===== src/rtl/fifo_pkg.sv =====
// Shared types and helpers for the parameterised synchronous FIFO.
package fifo_pkg;

    typedef enum logic {FIFO_STD, FIFO_FWFT} fifo_mode_t;

    function automatic bit is_pow2(input int unsigned v);
        return (v != 0) && ((v & (v - 1)) == 0);
    endfunction

endpackage


===== src/rtl/fifo_ptr_ctr.sv =====
// Enable-gated pointer counter; wraps naturally at 2**WIDTH.
module fifo_ptr_ctr #(
    parameter int unsigned WIDTH = 5
) (
    input  logic             clk,
    input  logic             rst,
    input  logic             en,
    output logic [WIDTH-1:0] value
);

    logic [WIDTH-1:0] value_q, value_d;

    always_comb begin
        value_d = value_q;
        if (en) begin
            value_d = value_q + WIDTH'(1);
        end
    end

    always_ff @(posedge clk) begin
        if (rst) begin
            value_q <= '0;
        end else begin
            value_q <= value_d;
        end
    end

    assign value = value_q;

endmodule


===== src/rtl/param_sync_fifo.sv =====
// Single-clock FIFO with registered (STD) or first-word-fall-through read,
// threshold flags and sticky overflow/underflow indicators.
module param_sync_fifo
    import fifo_pkg::*;
#(
    parameter int unsigned DATA_WIDTH = 8,
    parameter int unsigned FIFO_DEPTH = 16,
    parameter fifo_mode_t  MODE       = FIFO_STD,
    parameter int unsigned AF_THRESH  = FIFO_DEPTH - 2,
    parameter int unsigned AE_THRESH  = 1
) (
    input  logic                          clk,
    input  logic                          rst,
    input  logic                          wr_en,
    input  logic [DATA_WIDTH-1:0]         data_in,
    input  logic                          rd_en,
    input  logic                          err_clr,
    output logic [DATA_WIDTH-1:0]         data_out,
    output logic                          data_valid,
    output logic                          full,
    output logic                          empty,
    output logic                          almost_full,
    output logic                          almost_empty,
    output logic [$clog2(FIFO_DEPTH):0]   count,
    output logic                          overflow,
    output logic                          underflow
);

    localparam int unsigned AW = $clog2(FIFO_DEPTH);
    localparam int unsigned PW = AW + 1;

    if (!is_pow2(FIFO_DEPTH) || FIFO_DEPTH < 2) begin : g_bad_depth
        $error("FIFO_DEPTH must be a power of two and at least 2");
    end
    if (AF_THRESH > FIFO_DEPTH || AE_THRESH > FIFO_DEPTH) begin : g_bad_thresh
        $error("AF_THRESH and AE_THRESH must lie within 0..FIFO_DEPTH");
    end

    logic [PW-1:0]         wr_ptr, rd_ptr;
    logic [PW-1:0]         count_q, count_d;
    logic                  wr_acc, rd_acc;
    logic                  overflow_q, underflow_q;
    logic [DATA_WIDTH-1:0] mem [FIFO_DEPTH];

    // Extra pointer MSB tells a full ring from an empty one.
    assign empty = (wr_ptr == rd_ptr);
    assign full  = (wr_ptr[AW] != rd_ptr[AW]) && (wr_ptr[AW-1:0] == rd_ptr[AW-1:0]);

    assign wr_acc = wr_en & ~full;
    assign rd_acc = rd_en & ~empty;

    fifo_ptr_ctr #(.WIDTH(PW)) u_wr_ptr (
        .clk   (clk),
        .rst   (rst),
        .en    (wr_acc),
        .value (wr_ptr)
    );

    fifo_ptr_ctr #(.WIDTH(PW)) u_rd_ptr (
        .clk   (clk),
        .rst   (rst),
        .en    (rd_acc),
        .value (rd_ptr)
    );

    always_ff @(posedge clk) begin
        if (!rst && wr_acc) begin
            mem[wr_ptr[AW-1:0]] <= data_in;
        end
    end

    always_comb begin
        count_d = count_q;
        unique case ({wr_acc, rd_acc})
            2'b10:   count_d = count_q + PW'(1);
            2'b01:   count_d = count_q - PW'(1);
            default: count_d = count_q;
        endcase
    end

    always_ff @(posedge clk) begin
        if (rst) begin
            count_q     <= '0;
            overflow_q  <= 1'b0;
            underflow_q <= 1'b0;
        end else begin
            count_q <= count_d;
            // A fresh error outranks a same-cycle clear.
            if (wr_en && full) begin
                overflow_q <= 1'b1;
            end else if (err_clr) begin
                overflow_q <= 1'b0;
            end
            if (rd_en && empty) begin
                underflow_q <= 1'b1;
            end else if (err_clr) begin
                underflow_q <= 1'b0;
            end
        end
    end

    assign count        = count_q;
    assign almost_full  = (count_q >= PW'(AF_THRESH));
    assign almost_empty = (count_q <= PW'(AE_THRESH));
    assign overflow     = overflow_q;
    assign underflow    = underflow_q;

    if (MODE == FIFO_FWFT) begin : g_fwft
        assign data_out   = mem[rd_ptr[AW-1:0]];
        assign data_valid = ~empty;
    end else begin : g_std
        logic [DATA_WIDTH-1:0] dout_q;
        logic                  valid_q;

        always_ff @(posedge clk) begin
            if (rst) begin
                dout_q  <= '0;
                valid_q <= 1'b0;
            end else begin
                valid_q <= rd_acc;
                if (rd_acc) begin
                    dout_q <= mem[rd_ptr[AW-1:0]];
                end
            end
        end

        assign data_out   = dout_q;
        assign data_valid = valid_q;
    end

endmodule


===== config.mk =====
export PLATFORM = sky130hd
export DESIGN_NAME = param_sync_fifo
export DESIGN_NICKNAME = d
export VERILOG_FILES = /design/src/rtl/fifo_pkg.sv /design/src/rtl/fifo_ptr_ctr.sv /design/src/rtl/param_sync_fifo.sv
export SDC_FILE = /design/constraint.sdc
export NUM_CORES = 1
export LEC_CHECK = 0
export CORE_MARGIN = 8
export CORE_UTILIZATION = 54
export CTS_BUF_LIST = sky130_fd_sc_hd__clkbuf_8
export DETAILED_ROUTE_END_ITERATION = 8
export PLACE_DENSITY_LB_ADDON = 0.15
export SLEW_MARGIN = 20
export SYNTH_ARGS = -nofsm -noshare
export SYNTH_HDL_FRONTEND = slang
export SYNTH_SLANG_ARGS = --single-unit

===== constraint.sdc =====
create_clock -name clk -period 6.7 [get_ports clk]
set_input_delay 0.67 -clock clk [delete_from_list [all_inputs] [get_ports clk]]
set_output_delay 0.67 -clock clk [all_outputs]
set_load 0.01 [all_outputs]

==> impl_metrics.ini <==
[floorplan]
initial_core_util_pct = 55.3
die_y_um = 124
rows = 39
ios = 33
die-area_um2 = 15400
die_w_um = 124
core_um2 = 11400

[route]
ant_nets = 0
first_pass_iters = 4
post_drt_wl_per_cell_um = 22.0
vias_per_cell = 5.83
drcViolationCount = 0
drt_wl_total_mm = 12.3
first_iter_violations = 233
via_count = 3268

[global_route]
grt_antenna_before_repair = 0
grt_max_degree = 37
gr-total-overflow = 0
grt_usage_pct = 17.6
grt_pass1_vias = 3387
grt_pass1_wl_mm = 19.4

[yosys]
synth_compound_area_share_pct = 5.45
ys_seq_area_share_pct = 69.1
synthXorXnorAreaFrac_pct = 2.36
synth_top_area_cell = edfxtp_1
synth-simple-area-share_pct = 5.96
synth_cell_types = 41
avgSynthCellArea_um2 = 17.6
synth_top_family_by_area = multiplexers
ys_ff_latch = 154
syn_inst = 359
synthesis.area_um2 = 6320
yosys.area_share.adder_pct = 1.98
synth_top_area_share_pct = 60.9
ys_top_cells_by_area = edfxtp_1 61%, dfxtp_1 8.2%, mux4_2 7.5%
synth_ff_type = edfxtp_1
synth_nets = 382
yosysWarnings = 0
synth-edff-count = 128
synth_most_common_cell = edfxtp_1
synthMuxAreaShare_pct = 12.5
synth_common_cells = 128 x edfxtp_1, 26 x dfxtp_1, 22 x nor2_1, 21 x mux4_2, 16 x a22oi_1
synth-async-reset-ratio_pct = 0

[finish]
final_area_um2 = 7240
layout-drive-gt1-share_pct = 18.9
antennaDiodeCount = 0
nets = 428
area_delta_synth_final_pct = 14.6
num-fill-cells = 835

[clock_network]
h-tree-depth = 4
cts.clk_slew.worst_paths_ps = 90
clk_latency_ps = 450
post_cts_buffers = 0
cts_buffer_depth = 2
ctsResizeCount = 0
ctsHoldBuffers = 0
numCtsBuffers = 17
cts_sinks = 154
ctsRootBufferMaster = clkbuf_8
cts_tree = built

[setup_path]
crit_type = reg2out
start_kind = flop
rr_startpoint = u_wr_ptr.value[2]
cp-end-kind = output port
cp_data_arrival_time_ps = 2430
cp.required_ps = 6030
r2r_setup_slack_ps = 3640
r2r_end = count[2]
r2r_cells = 7
cp_max_fo = 17

[min_path]
hp-class = reg2reg
holdPathEnd = data_out[6]
min-delay-start = data_out[6]
hold_depth = 2

[timing]
period_minus_slack_ps = 3100
setup_violations = 0
rsz0062_at_grt = no
drv_slew = 0
tightest_slew_ps = 1080
fmax_mhz = 322
skew_ps = 8.74
slew-limit-headroom_pct = 27.5
hold_violations = 0
fin_crit_sh_pct = 46.3
whs_ps = 455
setup_tns_ps = 0

[pwr]
p_sw_uw = 558
total_leakage_power_uw = 0.00234
p_comb_share_pct = 16.3
share_seq_of_total_power_pct = 51.0
clkPwrFrac_pct = 32.8
power_density_nw_per_um2 = 294
cellInternalPower_uw = 1570
switching_share_pct = 26.2
ir_drop_mv = 0.209

[run]
cap_violations = 0

[outcome]
status = finished, final reports clean

[place]
placed_area_um2 = 6840
place_congestion = 0.763
dp_hpwl_mm = 7.70
io_buffers = 32
==> how the worst max path moves through the flow <==
stage	start	end	slack [ps]	cells past startpoint
5_1_grt	u_wr_ptr.value[3]	count[3]	3390	9
6_report	u_wr_ptr.value[2]	empty	3600	4
2_1_floorplan	rst	mem[6][0]	4350	3
3_5_place_dp	u_rd_ptr.value[1]	count[3]	3680	10
3_3_place_gp	u_rd_ptr.value[1]	count[2]	3770	8
4_1_cts	u_rd_ptr.value[1]	empty	3590	5
==> layout make-up <==
type	instances	area (um2)	area share (%)
Sequential cell	154	4370	60.3
Multi-Input combinational cell	180	1840	25.4
Timing Repair Buffer	47	433	5.98
Clock buffer	17	234	3.23
Tap cell	143	179	2.47
Clock inverter	15	169	2.33
Inverter	5	18.8	0.259
==> routing by layer <==
layer  share of wire [%]  track usage [%]  vias up
met5                   0                0        -
met4                 1.6             6.54        0
met3                 6.3             5.80       12
met2                  49             27.1       80
met1                  43             22.9     1653
li1                    -                -     1523
==> through the flow <==
stage	utilization, %	power [uW]	setup WS [ps]	cells
after floorplan	-	1350	4350	359
after global placement	59.9	1450	3770	529
after detailed placement	59.9	1460	3680	529
after CTS	63.4	2150	3590	561
after global routing	63.4	2220	3390	561
final	63.4	2130	3600	561
==> state kept, by name, summed over array words and instances (netlist names) <==
register	count
count	5
data_out	8
data_valid	1
mem	128
overflow	1
u_rd_ptr.value	5
u_wr_ptr.value	5
underflow	1
==> critical path, stage by stage, from the launching register on <==
cell	delay, ps
dfxtp_1	760
xnor2_1	240
nand4_4	220
nor2_1	200
clkdlybuf4s50_1	560
==> placed cells by master (no fill, tap or decap), types with 5 or more instances in the layout <==
cell type / count
a21o_1: 8
a21oi_1: 14
a22oi_1: 16
buf_4: 15
clkbuf_8: 17
clkdlybuf4s50_1: 32
dfxtp_1: 25
edfxtp_1: 128
ha_1: 10
inv_1: 5
mux4_1: 11
mux4_2: 21
nand2_1: 9
nand2b_1: 5
nor2_1: 22
nor3_1: 6
o211ai_1: 5
xnor2_1: 8
xor2_1: 9
==> cells by family (layout without fill, tap and decap cells) <==
kind of cell,Yosys count,in the layout
AND/OR/NAND/NOR,68,68
multiplexers,35,35
AO/OA/AOI/OAI,50,50
adder cells (fa/ha/maj),10,10
buffers and inverters,25,84
flip-flops,154,154
XOR/XNOR,17,17
==> power by group through the flow <==
stage	sequential (uW)	clock [uW]	combinational, uW
2_1_floorplan	1110	0	239
3_3_place_gp	1110	0	347
3_5_place_dp	1110	0	352
4_1_cts	1090	716	353
5_1_grt	1090	751	380
6_report	1080	697	346
Note: power is estimated with default switching activity, not from simulation.
